### src/rtl/dig_clock_gen2_if.sv
// Button inputs and display outputs of the time-of-day clock.
//   adv_hr, adv_min : raw button levels (asynchronous to clk)
//   segs_n          : segments {g,f,e,d,c,b,a}, active low
//   dp_n            : decimal point, active low
//   an_n            : digit anodes, active low, bit 0 = rightmost digit
interface dig_clock_gen2_if;
    localparam int unsigned SEG_W = 7;
    localparam int unsigned AN_W  = 8;

    logic             adv_hr;
    logic             adv_min;
    logic [SEG_W-1:0] segs_n;
    logic             dp_n;
    logic [AN_W-1:0]  an_n;

    modport master (output adv_hr, output adv_min,
                    input  segs_n, input dp_n, input an_n);
    modport slave  (input  adv_hr, input adv_min,
                    output segs_n, output dp_n, output an_n);
endinterface

### src/rtl/dig_clock_gen2.sv
// Six-digit time-of-day clock (24h or 12h display) driving a scanned,
// active-low seven-segment display, with auto-repeating advance buttons.
//   clk  : system clock
//   rst  : synchronous active-high reset
//   bus  : slave side of dig_clock_gen2_if (buttons in, display out)
module dig_clock_gen2 #(
    parameter int unsigned TICK_DIV   = 100_000_000,
    parameter int unsigned SCAN_DIV   = 100_000,
    parameter int unsigned REPEAT_DIV = 50_000_000,
    parameter int unsigned MODE_12H   = 0
) (
    input  logic             clk,
    input  logic             rst,
    dig_clock_gen2_if.slave  bus
);
    localparam int unsigned TICK_W = $clog2(TICK_DIV);
    localparam int unsigned SCAN_W = $clog2(SCAN_DIV);
    localparam int unsigned RPT_W  = $clog2(REPEAT_DIV);
    localparam int unsigned NBTN   = 2;   // bit 0 = minutes, bit 1 = hours

    logic [TICK_W-1:0]           tick_cnt;
    logic [SCAN_W-1:0]           scan_cnt;
    logic [2:0]                  scan_idx;
    logic [5:0]                  sec, min;
    logic [4:0]                  hr;
    logic [NBTN-1:0]             sync1, sync2, prev;
    logic [NBTN-1:0][RPT_W-1:0]  rpt_cnt;

    logic                        tick, scan_step;
    logic [NBTN-1:0]             btn_raw, rise, rpt_hit, adv;
    logic                        sec_wrap, min_wrap;
    logic [5:0]                  sec_nxt, min_nxt;
    logic [4:0]                  hr_nxt, hr_disp;
    logic [3:0]                  digit;
    logic                        blank, pm;
    logic [6:0]                  segs_d;
    logic                        dp_d;
    logic [7:0]                  an_d;

    function automatic logic [6:0] seg7(input logic [3:0] d);
        case (d)
            4'd0:    seg7 = 7'h40;
            4'd1:    seg7 = 7'h79;
            4'd2:    seg7 = 7'h24;
            4'd3:    seg7 = 7'h30;
            4'd4:    seg7 = 7'h19;
            4'd5:    seg7 = 7'h12;
            4'd6:    seg7 = 7'h02;
            4'd7:    seg7 = 7'h78;
            4'd8:    seg7 = 7'h00;
            4'd9:    seg7 = 7'h10;
            default: seg7 = 7'h7F;
        endcase
    endfunction

    assign btn_raw   = {bus.adv_hr, bus.adv_min};
    assign tick      = (tick_cnt == TICK_W'(TICK_DIV - 1));
    assign scan_step = (scan_cnt == SCAN_W'(SCAN_DIV - 1));

    // Advance on a fresh press, then again every REPEAT_DIV cycles while held.
    always_comb begin
        rise    = '0;
        rpt_hit = '0;
        for (int i = 0; i < int'(NBTN); i++) begin
            rise[i]    = sync2[i] & ~prev[i];
            rpt_hit[i] = sync2[i] & prev[i] & (rpt_cnt[i] == RPT_W'(REPEAT_DIV - 1));
        end
        adv = rise | rpt_hit;
    end

    // Next time value; a button advance absorbs a same-cycle carry into its field.
    always_comb begin
        sec_wrap = tick && (sec == 6'd59);
        min_wrap = sec_wrap && (min == 6'd59) && !adv[0];
        sec_nxt  = sec;
        min_nxt  = min;
        hr_nxt   = hr;
        if (tick)
            sec_nxt = sec_wrap ? 6'd0 : sec + 6'd1;
        if (adv[0] || sec_wrap)
            min_nxt = (min == 6'd59) ? 6'd0 : min + 6'd1;
        if (adv[1] || min_wrap)
            hr_nxt = (hr == 5'd23) ? 5'd0 : hr + 5'd1;
    end

    // Digit selection and segment/decimal-point encoding for the scanned digit.
    always_comb begin
        pm      = (hr >= 5'd12);
        hr_disp = hr;
        if (MODE_12H != 0) begin
            hr_disp = pm ? hr - 5'd12 : hr;
            if (hr_disp == 5'd0)
                hr_disp = 5'd12;
        end
        blank = 1'b0;
        dp_d  = 1'b1;
        case (scan_idx)
            3'd0: begin
                digit = 4'(sec % 6'd10);
                dp_d  = ~((MODE_12H != 0) && pm);
            end
            3'd1: digit = 4'(sec / 6'd10);
            3'd2: begin
                digit = 4'(min % 6'd10);
                dp_d  = sec[0];
            end
            3'd3: digit = 4'(min / 6'd10);
            3'd4: begin
                digit = 4'(hr_disp % 5'd10);
                dp_d  = sec[0];
            end
            default: begin
                digit = 4'(hr_disp / 5'd10);
                blank = (MODE_12H != 0) && (hr_disp < 5'd10);
            end
        endcase
        segs_d = blank ? 7'h7F : seg7(digit);
        an_d   = ~(8'b0000_0001 << scan_idx);
    end

    // Dividers, button path, time state and registered display outputs.
    always_ff @(posedge clk) begin
        if (rst) begin
            tick_cnt   <= '0;
            scan_cnt   <= '0;
            scan_idx   <= '0;
            sec        <= '0;
            min        <= '0;
            hr         <= '0;
            sync1      <= '0;
            sync2      <= '0;
            prev       <= '0;
            rpt_cnt    <= '0;
            bus.segs_n <= 7'h40;
            bus.dp_n   <= 1'b1;
            bus.an_n   <= 8'hFE;
        end else begin
            tick_cnt <= tick ? '0 : tick_cnt + TICK_W'(1);
            scan_cnt <= scan_step ? '0 : scan_cnt + SCAN_W'(1);
            if (scan_step)
                scan_idx <= (scan_idx == 3'd5) ? 3'd0 : scan_idx + 3'd1;
            sync1 <= btn_raw;
            sync2 <= sync1;
            prev  <= sync2;
            for (int i = 0; i < int'(NBTN); i++) begin
                if (!sync2[i] || adv[i])
                    rpt_cnt[i] <= '0;
                else
                    rpt_cnt[i] <= rpt_cnt[i] + RPT_W'(1);
            end
            sec        <= sec_nxt;
            min        <= min_nxt;
            hr         <= hr_nxt;
            bus.segs_n <= segs_d;
            bus.dp_n   <= dp_d;
            bus.an_n   <= an_d;
        end
    end
endmodule

### src/flat_wrapper.sv
// flat-port wrapper written by rule: the top's interface ports become plain ports
module dig_clock_gen2_flat 
#(
    parameter int unsigned TICK_DIV   = 100_000_000,
    parameter int unsigned SCAN_DIV   = 100_000,
    parameter int unsigned REPEAT_DIV = 50_000_000,
    parameter int unsigned MODE_12H   = 0
)
  (clk, rst, bus_adv_hr, bus_adv_min, bus_segs_n, bus_dp_n, bus_an_n);
  dig_clock_gen2_if bus_i ();
  input  logic clk;
  input  logic rst;
  input wire logic [$bits(bus_i.adv_hr)-1:0] bus_adv_hr;
  input wire logic [$bits(bus_i.adv_min)-1:0] bus_adv_min;
  output wire logic [$bits(bus_i.segs_n)-1:0] bus_segs_n;
  output wire logic [$bits(bus_i.dp_n)-1:0] bus_dp_n;
  output wire logic [$bits(bus_i.an_n)-1:0] bus_an_n;
  assign bus_i.adv_hr = bus_adv_hr;
  assign bus_i.adv_min = bus_adv_min;
  assign bus_segs_n = bus_i.segs_n;
  assign bus_dp_n = bus_i.dp_n;
  assign bus_an_n = bus_i.an_n;
  dig_clock_gen2 #(.TICK_DIV(TICK_DIV), .SCAN_DIV(SCAN_DIV), .REPEAT_DIV(REPEAT_DIV), .MODE_12H(MODE_12H)) u_core (.clk(clk), .rst(rst), .bus(bus_i));
endmodule
### config.mk
export PLATFORM = sky130hd
export DESIGN_NAME = dig_clock_gen2_flat
export DESIGN_NICKNAME = d
export VERILOG_FILES = /design/src/rtl/dig_clock_gen2_if.sv /design/src/rtl/dig_clock_gen2.sv /design/src/flat_wrapper.sv
export SDC_FILE = /design/constraint.sdc
export NUM_CORES = 1
export LEC_CHECK = 0
export BUFFER_PORTS_ARGS = -buffer_cell sky130_fd_sc_hd__buf_2
export CAP_MARGIN = 20
export CORE_ASPECT_RATIO = 0.5
export CORE_UTILIZATION = 55
export DETAILED_ROUTE_END_ITERATION = 16
export GPL_TIMING_DRIVEN = 0
export HOLD_SLACK_MARGIN = 0.05
export PLACE_DENSITY = 0.72
export RECOVER_POWER = 100
export SLEW_MARGIN = 40
export SYNTH_ARGS = -nofsm -noshare
export SYNTH_HDL_FRONTEND = slang
export SYNTH_SLANG_ARGS = --single-unit
### constraint.sdc
create_clock -name clk -period 4.8 [get_ports clk]
set_clock_uncertainty 0.05 [all_clocks]
set_input_delay 1.44 -clock clk [delete_from_list [all_inputs] [get_ports clk]]
set_output_delay 1.44 -clock clk [all_outputs]
set_load 0.05 [all_outputs]
==> results.sh, run 1 <==
export IMPL_synth_top_cell_by_area="dfxtp_1"
export IMPL_fp_dieH_um=79.23
export IMPL_crit_path_max_incr_delay_ns=0.61
export IMPL_synth_flop_cell="dfxtp_1"
export IMPL_synth_seq_cells=138
export IMPL_worst_path_max_fanout=10
export IMPL_setup_viol=0
export IMPL_seqPwrFrac_pct=44.5
export IMPL_cts_tree="done"
export IMPL_synth_top_area_share_pct=42.11
export IMPL_drv_cap=0
export IMPL_ctsRootBufferMaster="clkbuf_16"
export IMPL_drt_antenna_violating_nets=0
export IMPL_place_area_mm2=0.006855
export IMPL_grt_usage_pct=23.25
export IMPL_ctsHoldBuffers=0
export IMPL_synth_net_count=785
export IMPL_drive_above_1_share_pct=6.503
export IMPL_p_sw_uw=552.1
export IMPL_cts_buffer_depth=2
export IMPL_dieWidth_um=156.5
export IMPL_wire_per_inst_um=13.90
export IMPL_worst_path_max_delay_cell="a221oi_1"
export IMPL_finish_utilization_pct=66.19
export IMPL_cp_end_kind="flip-flop"
export IMPL_vias=5278
export IMPL_combPwrFrac_pct=1.2
export IMPL_totalWireLength_um=13540
export IMPL_dp_cells=943
export IMPL_status="completed"
export IMPL_power_mw=2.606
export IMPL_ctsResizeCount=0
export IMPL_rsz0062_at_grt="false"
export IMPL_numClockSinks=138
export IMPL_syn_inst=765
export IMPL_stdcell_area_mm2=0.007468
export IMPL_nNetsFinal=823
export IMPL_drt_initial_drc_count=423
export IMPL_diodes=0
export IMPL_fin_cells=974
export IMPL_synthArstFlopShare_pct=0
export IMPL_ys_seq_area_share_pct=42.11
export IMPL_dieArea_mm2=0.01240
export IMPL_core_area_mm2=0.01128
export IMPL_holdWs_ns=0.4093
export IMPL_setup_tns_ns=0
export IMPL_path_cells="buf_4 -> clkbuf_1 -> inv_1 -> ha_1 -> clkbuf_1 -> a221oi_1 -> o211ai_1 -> a21boi_0 -> a211oi_1 -> a311oi_1 -> inv_1 -> ha_1 -> a21boi_0 -> a21oi_1"
export IMPL_swShare_pct=21.19
export IMPL_internal_power_mw=2.054
export IMPL_yosysWarningCount=0
export IMPL_vdd_drop_max_mv=0.1928
export IMPL_vias_per_cell=5.419
export IMPL_drc=0
export IMPL_crit_path_start_kind="flip-flop"
export IMPL_crit_type="reg -> reg"
export IMPL_overflow=0
export IMPL_fin_ws_ns=0.5664
export IMPL_rows=27
export IMPL_finalHoldViolCount=0
export IMPL_slew_headroom_pct=19.08
export IMPL_grt_first_pass_wirelength_um=23010
export IMPL_grt_pass1_vias=4987
export IMPL_clkLatencyLatePin_ns=0.41
export IMPL_hold_class="reg -> reg"
export IMPL_finalCritPeriodShare_pct=88.20
export IMPL_cts_made_buffers=17
export IMPL_p_leak_nw=2.612
export IMPL_initial_core_util_pct=58.15
export IMPL_fin_crit_ns=4.234
export IMPL_synth_area_leaders="dfxtp_1 42%, xor2_1 8.5%, nor2_1 7.9%"
export IMPL_power_density_mw_per_mm2=348.9
export IMPL_netlist_top_cells_count="138 x dfxtp_1, 138 x nor2_1, 69 x nand2_1, 64 x xor2_1, 50 x nand3_1"
export IMPL_required_ns=5.03
export IMPL_worst_pin_slew_ns=1.205
export IMPL_io_buffers=19
export IMPL_pwr_share_clk_pct=54.3
export IMPL_grt_max_degree=17
export IMPL_antenna_found_initial=0
export IMPL_syn_area_mm2=0.006561
export IMPL_synthToLayoutAreaGrowth_pct=13.83
export IMPL_gp_congestion=0.8591
export IMPL_clk_pin_slew_ns=0.06
export IMPL_worst_ep_arrival_time_ns=4.47
export IMPL_postCtsSetupRepairBufs=0
export IMPL_slew_violations=0
export IMPL_drtPass1Iterations=5
export IMPL_h_tree_depth=4
export IMPL_place_hpwl_um=9130
export IMPL_synth_edff_count=0
export IMPL_syn_avg_cell_area_um2=8.577
export IMPL_ios=20
export IMPL_fmax_mhz=236.2
export IMPL_place_ws_ns=0.7811
export IMPL_ys_types=68
## worst max-delay path: cells and delay by family, from the launching register on
family	cells	cell delay, ns
buffers and inverters	5	1.16
flip-flops	1	0.38
adder cells (fa/ha/maj)	2	0.53
AO/OA/AOI/OAI	7	2.00
## sequential cells by signal (all words and copies together) (netlist names), 3 cells and up
name / flops
u_core.rpt_cnt: 52
u_core.tick_cnt: 27
u_core.scan_cnt: 17
u_core.bus.an_n: 8
u_core.bus.segs_n: 7
u_core.min: 6
u_core.sec: 6
u_core.hr: 5
u_core.scan_idx: 3
## kinds of logic after synthesis
logic type,Yosys count,share of synthesized area [%]
xor gates and xnor gates,91,12.15
and+or+nand+nor,378,28.32
muxes,8,1.240
AOI/OAI and AO/OA,91,10.32
DFF,138,42.11
buffers and inverters,43,2.822
adders and majority gates,16,3.051
## path summary, 6_finish.rpt
check,startpoint,endpoint,slack [ns],cells after the start
worst min register to register,u_core.sync1[1]$_SDFF_PP0_,u_core.sync2[1]$_SDFF_PP0_,0.41,1
worst max-delay path,u_core.scan_idx[2]$_SDFFE_PP0P_,u_core.bus.segs_n[0]$_SDFF_PP0_,0.57,14
worst min-delay path,u_core.sync1[1]$_SDFF_PP0_,u_core.sync2[1]$_SDFF_PP0_,0.41,1
worst max register to register,u_core.scan_idx[2]$_SDFFE_PP0P_,u_core.bus.segs_n[0]$_SDFF_PP0_,0.57,14
## power groups by stage
stage	combinational (mW)	clock (mW)	sequential (mW)
after floorplan	0.0230	0	1.18
after global placement	0.0318	0	1.18
final	0.0321	1.41	1.16
after global routing	0.0364	1.48	1.16
after detailed placement	0.0325	0	1.18
after CTS	0.0327	1.43	1.16
## cell type report
class	instances	area [um2]
clock inverters	12	188.9
plain buffers	26	121.4
well taps	159	198.9
multi-input cells	584	3616
clock buffers	19	442.9
repair buffers	19	73.82
flip-flops and latches	138	2763
inverters	17	63.81
fillers	970	3815
## metal layers
metal  global-route usage, %  up-vias  part of all wire [%]
met3                   4.421       21                   3.5
li1                        -     2725                     -
met5                       0        -                     0
met2                   39.46       87                    45
met1                   29.67     2445                    50
met4                   8.137        0                   1.3
## cell usage in the layout (no fill, tap or decap), types with 14 or more instances in the layout
master / netlist / layout
ha_1: 16 / 16
nor2_1: 138 / 138
inv_1: 16 / 16
clkbuf_1: 18 / 37
xor2_1: 64 / 64
a21oi_1: 25 / 25
dfxtp_1: 138 / 138
xnor2_1: 27 / 27
o21ai_0: 15 / 15
clkbuf_16: 0 / 17
and3_1: 15 / 15
nand3_1: 50 / 50
nand2_1: 69 / 69
nor2b_1: 15 / 15
nand4_1: 14 / 14
Note: power is estimated with default switching activity, not from simulation.
==> inputs of run 2 (changes only) <==
Settings changed: ABC_AREA set to 1.
==> run 2 against run 1 <==
Critical path depth increased by 9. Hold slack got worse by 0.056 ns. Utilization decreased by 2.1 points. Total power decreased by 2.6%. Sequential cell count unchanged. Setup slack improved by 0.62 ns. Largest power group unchanged.
==> results.sh, run 2 <==
export IMPL_status="completed"
export IMPL_setup_tns_ns=0
export IMPL_drv_cap=0
export IMPL_yosysMostFrequentCell="nand2_1"
export IMPL_overflow=0
export IMPL_numClockSinks=138
export IMPL_synth_area_leaders="dfxtp_1 41%, nand2_1 9.5%, inv_1 7.4%"
export IMPL_synth_edff_count=0
export IMPL_crit_path_start_kind="flip-flop"
export IMPL_grt_usage_pct=23.57
export IMPL_clk_pin_slew_ns=0.06
export IMPL_rows=28
export IMPL_synth_top_area_share_pct=40.75
export IMPL_yosysWarningCount=0
export IMPL_drtPass1Iterations=5
export IMPL_grt_max_degree=17
export IMPL_drt_initial_drc_count=369
export IMPL_finalCritPeriodShare_pct=75.25
export IMPL_dp_cells=1129
export IMPL_ctsHoldBuffers=0
export IMPL_layout_cells_most_common="nand2_1"
export IMPL_synth_top_cell_by_area="dfxtp_1"
export IMPL_synth_net_count=965
export IMPL_synth_flop_cell="dfxtp_1"
export IMPL_cp_end_kind="flip-flop"
export IMPL_ctsRootBufferMaster="clkbuf_16"
export IMPL_ys_seq_area_share_pct=40.75
export IMPL_worst_ep_arrival_time_ns=3.85
export IMPL_reg_top3="u_core.rpt_cnt x52, u_core.tick_cnt x27, u_core.scan_cnt x17"
export IMPL_rsz0062_at_grt="false"
export IMPL_synth_simple_area_share_pct=34.72
export IMPL_synth_xor_area_share_pct=2.584
export IMPL_ctsResizeCount=0
export IMPL_grt_first_pass_wirelength_um=24550
export IMPL_nNetsFinal=1003
export IMPL_io_buffers=19
export IMPL_vdd_drop_max_mv=0.1822
export IMPL_required_ns=5.03
export IMPL_syn_area_mm2=0.006779
export IMPL_gp_congestion=0.8672
export IMPL_ios=20
export IMPL_largest_reg_flops=52
export IMPL_slew_violations=0
export IMPL_initial_core_util_pct=56.91
export IMPL_fin_cells=1161
export IMPL_synth_compound_gate_area_share_pct=10.26
export IMPL_synthArstFlopShare_pct=0
export IMPL_core_area_mm2=0.01191
export IMPL_totalWireLength_um=13870
export IMPL_syn_avg_cell_area_um2=7.174
export IMPL_worst_pin_slew_ns=1.062
export IMPL_cts_buffer_depth=2
export IMPL_fp_dieH_um=80.51
export IMPL_h_tree_depth=4
export IMPL_grt_pass1_vias=5576
export IMPL_dieWidth_um=159.0
export IMPL_postCtsSetupRepairBufs=0
export IMPL_ys_types=46
export IMPL_hold_class="reg -> reg"
export IMPL_vias_per_cell=5.221
export IMPL_setup_viol=0
export IMPL_place_hpwl_um=9828
export IMPL_diodes=0
export IMPL_wire_per_inst_um=11.95
export IMPL_synth_top_family_by_area="simple AND/OR/NAND/NOR gates"
export IMPL_synth_seq_cells=138
export IMPL_syn_inst=945
export IMPL_drc=0
export IMPL_cts_tree="done"
export IMPL_fin_crit_ns=3.612
export IMPL_antenna_found_initial=0
export IMPL_synthToLayoutAreaGrowth_pct=12.66
export IMPL_p_leak_nw=2.726
export IMPL_finalHoldViolCount=0
export IMPL_worst_path_max_fanout=8
export IMPL_dieArea_mm2=0.01280
export IMPL_cts_made_buffers=17
export IMPL_max_flop_register="u_core.rpt_cnt"
export IMPL_crit_type="reg -> reg"
export IMPL_vias=6062
export IMPL_clkLatencyLatePin_ns=0.42
export IMPL_power_density_mw_per_mm2=332.4
export IMPL_drt_antenna_violating_nets=0
export IMPL_fmax_mhz=276.9
export IMPL_netlist_top_cells_count="171 x nand2_1, 138 x dfxtp_1, 134 x inv_1, 118 x nor2_1, 59 x nand3_1"
export IMPL_layout_common_cells="173 x nand2_1, 138 x dfxtp_1, 136 x inv_1"
export IMPL_muxShareOfSynthArea_pct=0.1477
export IMPL_slew_headroom_pct=28.67
export IMPL_drive_above_1_share_pct=7.430
export IMPL_synth_fa_ha_area_share_pct=2.953
[run 2: kinds of logic (layout without fill, tap and decap cells)]
group	after synthesis	count (layout)
and+or+nand+nor	496	496
adders and majority gates	16	16
xor gates and xnor gates	20	20
muxes	1	1
AOI/OAI and AO/OA	119	119
DFF	138	138
buffers and inverters	155	206
[run 2: area by class of cell]
type,count,area [um2]
multi-input cells,652,3411
flip-flops and latches,138,2763
clock inverters,14,172.7
fillers,1040,4274
repair buffers,19,73.82
plain buffers,11,41.29
inverters,144,540.5
well taps,165,206.4
clock buffers,18,429.2
[run 2: metrics by stage]
stage          hold slack [ns]  util (%)  total power, mW  instance area (um2)  setup WS (ns)
2_1_floorplan           0.3383         -            1.210                 6779          1.983
3_3_place_gp            0.3506     59.44            1.222                 7081          1.235
3_5_place_dp            0.3572     59.49            1.223                 7086          1.224
4_1_cts                 0.3638     64.54            2.555                 7687          1.528
5_1_grt                 0.4055     64.12            2.611                 7637         0.8307
6_report                0.3537     64.12            2.539                 7637          1.188
[run 2: metal layers]
| layer | vias up | share of wire, % | GRT usage [%] |
|---|---|---|---|
| li1 | 3193 | - | - |
| met1 | 2718 | 49 | 29.67 |
| met2 | 121 | 45 | 40.13 |
| met3 | 30 | 3.9 | 5.010 |
| met4 | 0 | 1.7 | 8.846 |
| met5 | - | 0 | 0 |
[run 2: path summary, 6_finish.rpt]
| check | end | depth (start not counted) | slack (ns) | startpoint |
|---|---|---|---|---|
| max | u_core.bus.segs_n[3]$_SDFF_PP0_ | 23 | 1.19 | u_core.scan_idx[1]$_SDFFE_PP0P_ |
| min | u_core.sync2[0]$_SDFF_PP0_ | 2 | 0.35 | u_core.sync1[0]$_SDFF_PP0_ |
| max reg2reg | u_core.bus.segs_n[3]$_SDFF_PP0_ | 23 | 1.19 | u_core.scan_idx[1]$_SDFFE_PP0P_ |
| min reg2reg | u_core.sync2[0]$_SDFF_PP0_ | 2 | 0.35 | u_core.sync1[0]$_SDFF_PP0_ |
[run 2: power by group]
group / switching, mW / total (mW) / leakage (nW) / internal (mW)
registers: 0.00455 / 1.16 / 1.11 / 1.15
clock network: 0.523 / 1.34 / 0.279 / 0.818
logic: 0.0285 / 0.0398 / 1.33 / 0.0114
[run 2: worst max-delay path: stages, from the launching register on]
cell	delay, ns
dfxtp_1	0.38
nor2_2	0.18
nand2_1	0.24
inv_1	0.17
nand2_1	0.07
nand3_1	0.13
inv_1	0.10
ha_1	0.31
nor2_1	0.16
a21oi_2	0.05
nand2_1	0.12
nand2_2	0.07
nand2_1	0.07
nand3_1	0.11
nand2_4	0.11
nand2_2	0.06
nand2_1	0.07
nand2_1	0.06
o21ai_0	0.34
ha_1	0.30
inv_1	0.05
nand3_1	0.09
nand3_1	0.12
a21oi_2	0.05
